**src/rtl/decoder_stream.sv**
```systemverilog
// decoder_stream
//   Registered N-way select decoder feeding a 2-entry output FIFO.
//   Each accepted select code is decoded at push time, either to a one-hot
//   word or to a thermometer word, and queued. Consumers pop decoded words
//   over valid/ready, so decoding can run ahead of a stalled consumer.
//   Out-of-range codes produce an all-zero word with out_err set and bump a
//   saturating error counter.
//
// Ports
//   clk        rising-edge clock
//   rst_n      synchronous, active-low reset
//   enable     1 = input side may accept; 0 = input stalls, output drains
//   in_valid   select code present
//   in_ready   a code can be accepted this cycle
//   in_sel     select code (unsigned)
//   in_mode    0 = one-hot, 1 = thermometer
//   out_valid  FIFO head holds a decoded word
//   out_ready  consumer takes the head word this cycle
//   out_y      decoded word at the FIFO head (0 when empty)
//   out_err    head word came from an out-of-range code
//   err_cnt    saturating count of accepted out-of-range codes
module decoder_stream #(
    parameter int SEL_W   = 3,
    parameter int NUM_OUT = 8,
    parameter int ERR_W   = 8
) (
    input  logic               clk,
    input  logic               rst_n,
    input  logic               enable,
    input  logic               in_valid,
    output logic               in_ready,
    input  logic [SEL_W-1:0]   in_sel,
    input  logic               in_mode,
    output logic               out_valid,
    input  logic               out_ready,
    output logic [NUM_OUT-1:0] out_y,
    output logic               out_err,
    output logic [ERR_W-1:0]   err_cnt
);

    localparam logic [ERR_W-1:0] ERR_MAX = '1;

    // Slot 0 is always the head; slot 1 is the word behind it. A slot that
    // holds no word is kept at zero, so out_y/out_err read 0 when empty.
    logic [1:0]         count_q, count_d;
    logic [NUM_OUT-1:0] y0_q, y0_d, y1_q, y1_d;
    logic               err0_q, err0_d, err1_q, err1_d;
    logic [ERR_W-1:0]   err_cnt_q, err_cnt_d;

    logic               push, pop;
    logic [NUM_OUT-1:0] dec_y;
    logic               dec_err;
    int unsigned        sel_u;

    assign in_ready  = rst_n & enable & (count_q != 2'd2);
    assign out_valid = (count_q != 2'd0);
    assign push      = in_valid & in_ready;
    assign pop       = out_valid & out_ready;

    assign out_y   = y0_q;
    assign out_err = err0_q;
    assign err_cnt = err_cnt_q;

    // Decode of the incoming code; only used when it is pushed.
    always_comb begin
        // NOTE: every variable gets a default first, so no path can leave it
        // unassigned and infer a latch.
        dec_y   = '0;
        dec_err = 1'b0;
        sel_u   = 32'(in_sel);
        if (sel_u >= NUM_OUT) begin
            dec_err = 1'b1;
        end else begin
            for (int unsigned i = 0; i < NUM_OUT; i++) begin
                dec_y[i] = in_mode ? (i <= sel_u) : (i == sel_u);
            end
        end
    end

    always_comb begin
        count_d   = count_q;
        y0_d      = y0_q;
        y1_d      = y1_q;
        err0_d    = err0_q;
        err1_d    = err1_q;
        err_cnt_d = err_cnt_q;

        if (pop) begin
            // Shift the second slot forward and clear the vacated one.
            y0_d   = y1_q;
            err0_d = err1_q;
            y1_d   = '0;
            err1_d = 1'b0;
        end

        // Push lands in the first free slot after any pop on this edge.
        // in_ready already excludes count==2, so a full FIFO never pushes.
        if (push) begin
            if (count_q == 2'd0 || (count_q == 2'd1 && pop)) begin
                y0_d   = dec_y;
                err0_d = dec_err;
            end else begin
                y1_d   = dec_y;
                err1_d = dec_err;
            end
            if (dec_err && err_cnt_q != ERR_MAX) begin
                err_cnt_d = err_cnt_q + 1'b1;
            end
        end

        case ({push, pop})
            2'b10:   count_d = count_q + 2'd1;
            2'b01:   count_d = count_q - 2'd1;
            default: count_d = count_q;
        endcase
    end

    always_ff @(posedge clk) begin
        // NOTE: state updates use non-blocking assignments so every flop
        // samples the pre-edge values regardless of statement order.
        if (!rst_n) begin
            // NOTE: the two FIFO slots are reset too; empty slots must read 0
            // and queued words are discarded on reset.
            count_q   <= 2'd0;
            y0_q      <= '0;
            y1_q      <= '0;
            err0_q    <= 1'b0;
            err1_q    <= 1'b0;
            err_cnt_q <= '0;
        end else begin
            count_q   <= count_d;
            y0_q      <= y0_d;
            y1_q      <= y1_d;
            err0_q    <= err0_d;
            err1_q    <= err1_d;
            err_cnt_q <= err_cnt_d;
        end
    end

endmodule

```
**config.mk**
```make
export PLATFORM = sky130hd
export DESIGN_NAME = decoder_stream
export DESIGN_NICKNAME = d
export VERILOG_FILES = /design/src/rtl/decoder_stream.sv
export SDC_FILE = /design/constraint.sdc
export NUM_CORES = 1
export LEC_CHECK = 0
export ABC_AREA = 1
export CELL_PAD_IN_SITES_DETAIL_PLACEMENT = 0
export CELL_PAD_IN_SITES_GLOBAL_PLACEMENT = 1
export CORE_UTILIZATION = 31
export CTS_CLUSTER_SIZE = 20
export DETAILED_ROUTE_END_ITERATION = 10
export PLACE_DENSITY = 0.74
export SETUP_SLACK_MARGIN = 0.02
export SYNTH_ARGS = -nofsm -noshare
export SYNTH_HDL_FRONTEND = slang
export SYNTH_SLANG_ARGS = --single-unit
```
**constraint.sdc**
```tcl
create_clock -name clk -period 1.7 [get_ports clk]
set_clock_uncertainty 0.15 [all_clocks]
set_input_delay 0.17 -clock clk [delete_from_list [all_inputs] [get_ports clk]]
set_output_delay 0.17 -clock clk [all_outputs]
set_load 0.005 [all_outputs]
```
### Word-level counts from Yosys, hierarchy flattened

Index checks and enable logic that the tools add are counted.

* add/subtract/negate cells: 2
* order comparisons: 7
* equal/unequal tests: 11
* bitwise gates (word level): 4
* reduce and logical (&&, ||, !) cells: 6
* mux-type cells: 21

Operator list (number)
* 8-bit 2-to-1 mux: 6
* 1-bit 2-to-1 mux: 14
* 3-bit equality test, first input constant: 4
* 3-bit less-or-equal comparator, first input constant: 4
* 2-bit by 3-bit equality test with 1-bit output, first input constant: 2
* 2-bit by 3-bit less-or-equal comparator with 1-bit output, first input constant: 2
* 1-bit bitwise AND: 4
* 2-bit by 1-bit equality test with 1-bit output, second input constant: 2
* 2-bit one-hot mux with 2 select lines: 1
* 2-bit nonzero test: 2
* 1-bit by 3-bit equality test with 1-bit output, first input constant: 1
* 1-bit by 3-bit less-or-equal comparator with 1-bit output, first input constant: 1
* 3-bit zero test: 1
* 2-bit by 1-bit adder with 2-bit output, second input constant: 1
* 2-bit equality test, second input constant: 1
* 2-bit zero test: 1
* 2-bit inequality test, second input constant: 1
* 2-bit by 1-bit subtractor with 2-bit output, second input constant: 1
* 1-bit logical AND: 1
* 1-bit logical OR: 1

* word-level logic and storage cells: 56
* output and inout bits: 19
* bits in registers: 20

### Longest topological paths before layout

* depth in word-level cells: 6
* gate-level depth with buffers: 10
* depth with buffers taken out: 10

### Least setup slack after synthesis

No wires, ideal clock.

* path kind: flip-flop to flip-flop
* from: register count_q[0]
* to: register count_q[0]
* period minus slack after synthesis: 1.735 ns
* slack: -0.035 ns
* required time: 1.431 ns
* cell stages (with the launch flop): 10
* arrival: 1.465 ns
* cells stage by stage: dfxtp_1 inv_1 ha_1 inv_2 nand2_2 buf_4 inv_2 ha_1 o21ai_0 a21oi_1

* cells in the longest elaborated chain, start to end: 5
* elaborated cells between the ends (all ways): 11

RTL lines
* from (decl): line 45 `logic [1:0] count_q, count_d;`
* from (signal assigned): line 131 `count_q <= count_d;`
* 2-bit inequality test: line 55 `assign in_ready = rst_n & enable & (count_q != 2'd2);`
* 1-bit bitwise AND: line 55
* 1-bit bitwise AND: line 57 `assign push = in_valid & in_ready;`
* 2-bit by 1-bit equality test with 1-bit output or 2-bit equality test (tied branches): line 111 `case ({push, pop})`
* 2-bit one-hot mux with 2 select lines or 2-bit nonzero test (tied branches)

Parallel ways exist; a longest one is shown, timed or not.
A chain may end at the register's enable or synchronous reset.

### Worst setup path after layout

* from: register count_q[1]
* to: register count_q[1]

The elaborated chain is that of the path after synthesis.

==> qor.yml <==
clocking:
  cts_inserted_buffers: 3
  cts_buffer_depth: 2
  cts_tree: "built"
  clkLatencyLatePin_ns: 0.26
  htree_levels: 1
  cts_root_buf: "clkbuf_8"
  hold_buffers: 0
  clock-sinks: 20
  path_clk_slew_ns: 0.08
min_path:
  min_path_cells: 2
  hold_start: "err1_q"
  hold_class: "register to register"
  hold_end: "err1_q"
global_route:
  grt_pass1_vias: 1084
  track_usage_pct: 14.93
  grt_pass1_wl_um: 4878
  grt.overflow.total: 0
  grt_max_degree: 20
  antenna_found_initial: 0
critical_path:
  crit_path_end_kind: "register"
  r2r_setup_slack_ns: 0.10
  r2r-start: "count_q[1]"
  crit_required_ns: 1.71
  ff2ff_path_depth: 10
  crit_arrival_ns: 1.61
  critPathMaxFanout: 4
  critical_path_class: "register to register"
  r2r_end: "count_q[1]"
  startpoint_type: "register"
placement:
  gp_congestion: 0.8007
  port_buffers: 19
  place_ws_ns: -0.04661
  dp_hpwl_um: 2020
  dp.cells: 272
  dpl-instance-area_sq_um: 1549
detailed_routing:
  viasPerCell: 4.249
  drtIter0Drc: 68
  ant_nets: 0
  wire_per_inst_um: 10.09
  dr.pass1.iters: 4
  routed_wl_um: 2796
  drcViolationCount: 0
  via_count: 1177
layout:
  finalInstanceArea_sq_um: 1659
  drive_above_1_share_pct: 17.47
  num-fill-cells: 408
  synthToLayoutAreaGrowth_pct: 32.87
  final_cell_count_no_fill: 277
  finalNetCount: 243
  diodes: 0
synth:
  synth-seq-area-share_pct: 32.06
  netlist_area_sq_um: 1249
  yosysWarnings: 0
  netlist_instances: 197
  syn_avg_cell_area_sq_um: 6.339
  synth.distinct_cells: 24
  ys_ff_latch: 20
timing:
  hold_violations: 0
  setup_ws_ns: 0.1045
  rsz0062_at_grt: "yes"
  fin_crit_sh_pct: 93.85
  finalSetupViolations: 0
  finalSetupTns_ns: 0
  fmax_mhz: 626.8
  drv_slew: 0
  min_period_ns: 1.596
status:
  status: "finished, final reports clean"
die:
  design.portCount: 28
  die_y_um: 65.47
  start_util_pct: 33.11
  die_x_um: 65.47
  coreArea_sq_um: 3771
  rows: 22
  fp.dieArea_sq_um: 4286
run:
  maxCapViolCount: 0
power_and_ir_drop:
  peakVddDrop_uv: 342.5
  p_per_area_nw_per_um2: 968.1
  total_power_mw: 1.606
  p_leak_nw: 0.8547
power by group:
part	internal, mW	switching (mW)	total [mW]	leakage (nW)
sequential	0.521	0.0302	0.551	0.163
clock	0.206	0.167	0.373	0.0288
combinational	0.334	0.348	0.682	0.663
how the worst max path moves through the flow:
stage,start,endpoint,slack (ns),cells after the start
6_report,count_q[1],count_q[1],0.10,10
5_1_grt,count_q[1],out_y[2],0.02,12
2_1_floorplan,count_q[0],count_q[0],0.03,9
3_3_place_gp,rst_n,count_q[1],-0.03,8
3_5_place_dp,rst_n,count_q[0],-0.05,7
4_1_cts,count_q[0],count_q[0],0.02,9
metal layers:
metal	vias to the layer above	GRT usage (%)	wire, um
met4	0	5.707	46
li1	646	-	-
met1	507	19.43	1400
met3	4	2.431	75
met2	20	24.48	1274
met5	-	0	0
metrics by stage:
| step | util (%) | hold slack, ns |
|---|---|---|
| after floorplan | - | 0.1724 |
| after global placement | 41.08 | 0.3005 |
| after detailed placement | 41.08 | 0.3080 |
| after CTS | 43.13 | 0.3197 |
| after global routing | 43.99 | 0.3541 |
| final | 43.99 | 0.3206 |
cells in the mapped netlist:
| cell | instances | area share [%] |
|---|---|---|
| buf_6 | 3 | 2.7 |
| nand2_4 | 1 | 0.90 |
| buf_2 | 3 | 1.2 |
| conb_1 | 1 | 0.30 |
| nand3_1 | 14 | 5.6 |
| buf_4 | 9 | 5.4 |
| a21oi_2 | 1 | 0.70 |
| o21ai_0 | 4 | 1.6 |
| dfxtp_1 | 20 | 32 |
| nand3_4 | 1 | 1.4 |
| clkinv_1 | 1 | 0.30 |
| ha_1 | 4 | 4.0 |
| nor3b_2 | 1 | 1.0 |
| nand3_2 | 1 | 0.80 |
| xor2_1 | 1 | 0.70 |
| nor2_4 | 1 | 0.90 |
| o21ai_1 | 3 | 1.2 |
| inv_2 | 4 | 1.2 |
| nor3_1 | 1 | 0.40 |
| nand2_1 | 64 | 19 |
| a21oi_1 | 4 | 1.6 |
| nor2_1 | 35 | 11 |
| inv_1 | 19 | 5.7 |
| nand2_2 | 1 | 0.50 |
registers in the layout (all words and copies together) (netlist names):
| name | flops |
|---|---|
| out_y | 8 |
| out_err | 1 |
| err1_q | 1 |
| count_q | 2 |
| y1_q | 8 |
timing repair:
action | CTS | global route
resized for setup | 9 | 8
buffers inserted | 1 | 0
gates cloned | 0 | 0
endpoints found under the setup margin | 3 | 11
pin swaps | 1 | 0
hold endpoints to repair | 0 | 0
layout by cell type, fill, tap and decap left out, types with 3 or more instances in the layout:
master | Yosys | layout
inv_2 | 4 | 3
nand2_1 | 64 | 64
dfxtp_1 | 20 | 18
nand3_1 | 14 | 14
inv_4 | 0 | 3
buf_4 | 9 | 15
nor2_1 | 35 | 35
inv_1 | 19 | 17
a21oi_1 | 4 | 3
o21ai_1 | 3 | 5
clkdlybuf4s50_1 | 0 | 17
conb_1 | 1 | 8
clkbuf_8 | 0 | 4
kinds of logic after synthesis:
| group | count (synthesis) | synth area share [%] |
|---|---|---|
| buf+inv | 39 | 16.53 |
| simple gates | 120 | 41.28 |
| compound gates | 12 | 5.110 |
| other cells | 1 | 0.3003 |
| fa+ha+maj | 4 | 4.008 |
| xor+xnor | 1 | 0.7015 |
| flops | 20 | 32.06 |
worst max-delay path: stages (launching register included):
cell and delay, ns:
dfxtp_2 0.34, inv_4 0.07, ha_4 0.15, inv_4 0.04, buf_4 0.15, nand2_4 0.07
inv_2 0.05, ha_4 0.15, xor2_1 0.15, o21ai_1 0.12, inv_1 0.05
area by class of cell:
class | count | area, sq um | area share, %
Multi-Input combinational cell | 145 | 711.9 | 42.91
Tap cell | 48 | 60.06 | 3.620
Sequential cell | 20 | 402.9 | 24.28
Inverter | 24 | 97.59 | 5.882
Timing Repair Buffer | 36 | 331.6 | 19.98
Clock buffer | 4 | 55.05 | 3.318
No activity file was read; power rests on OpenSTA's default activity.
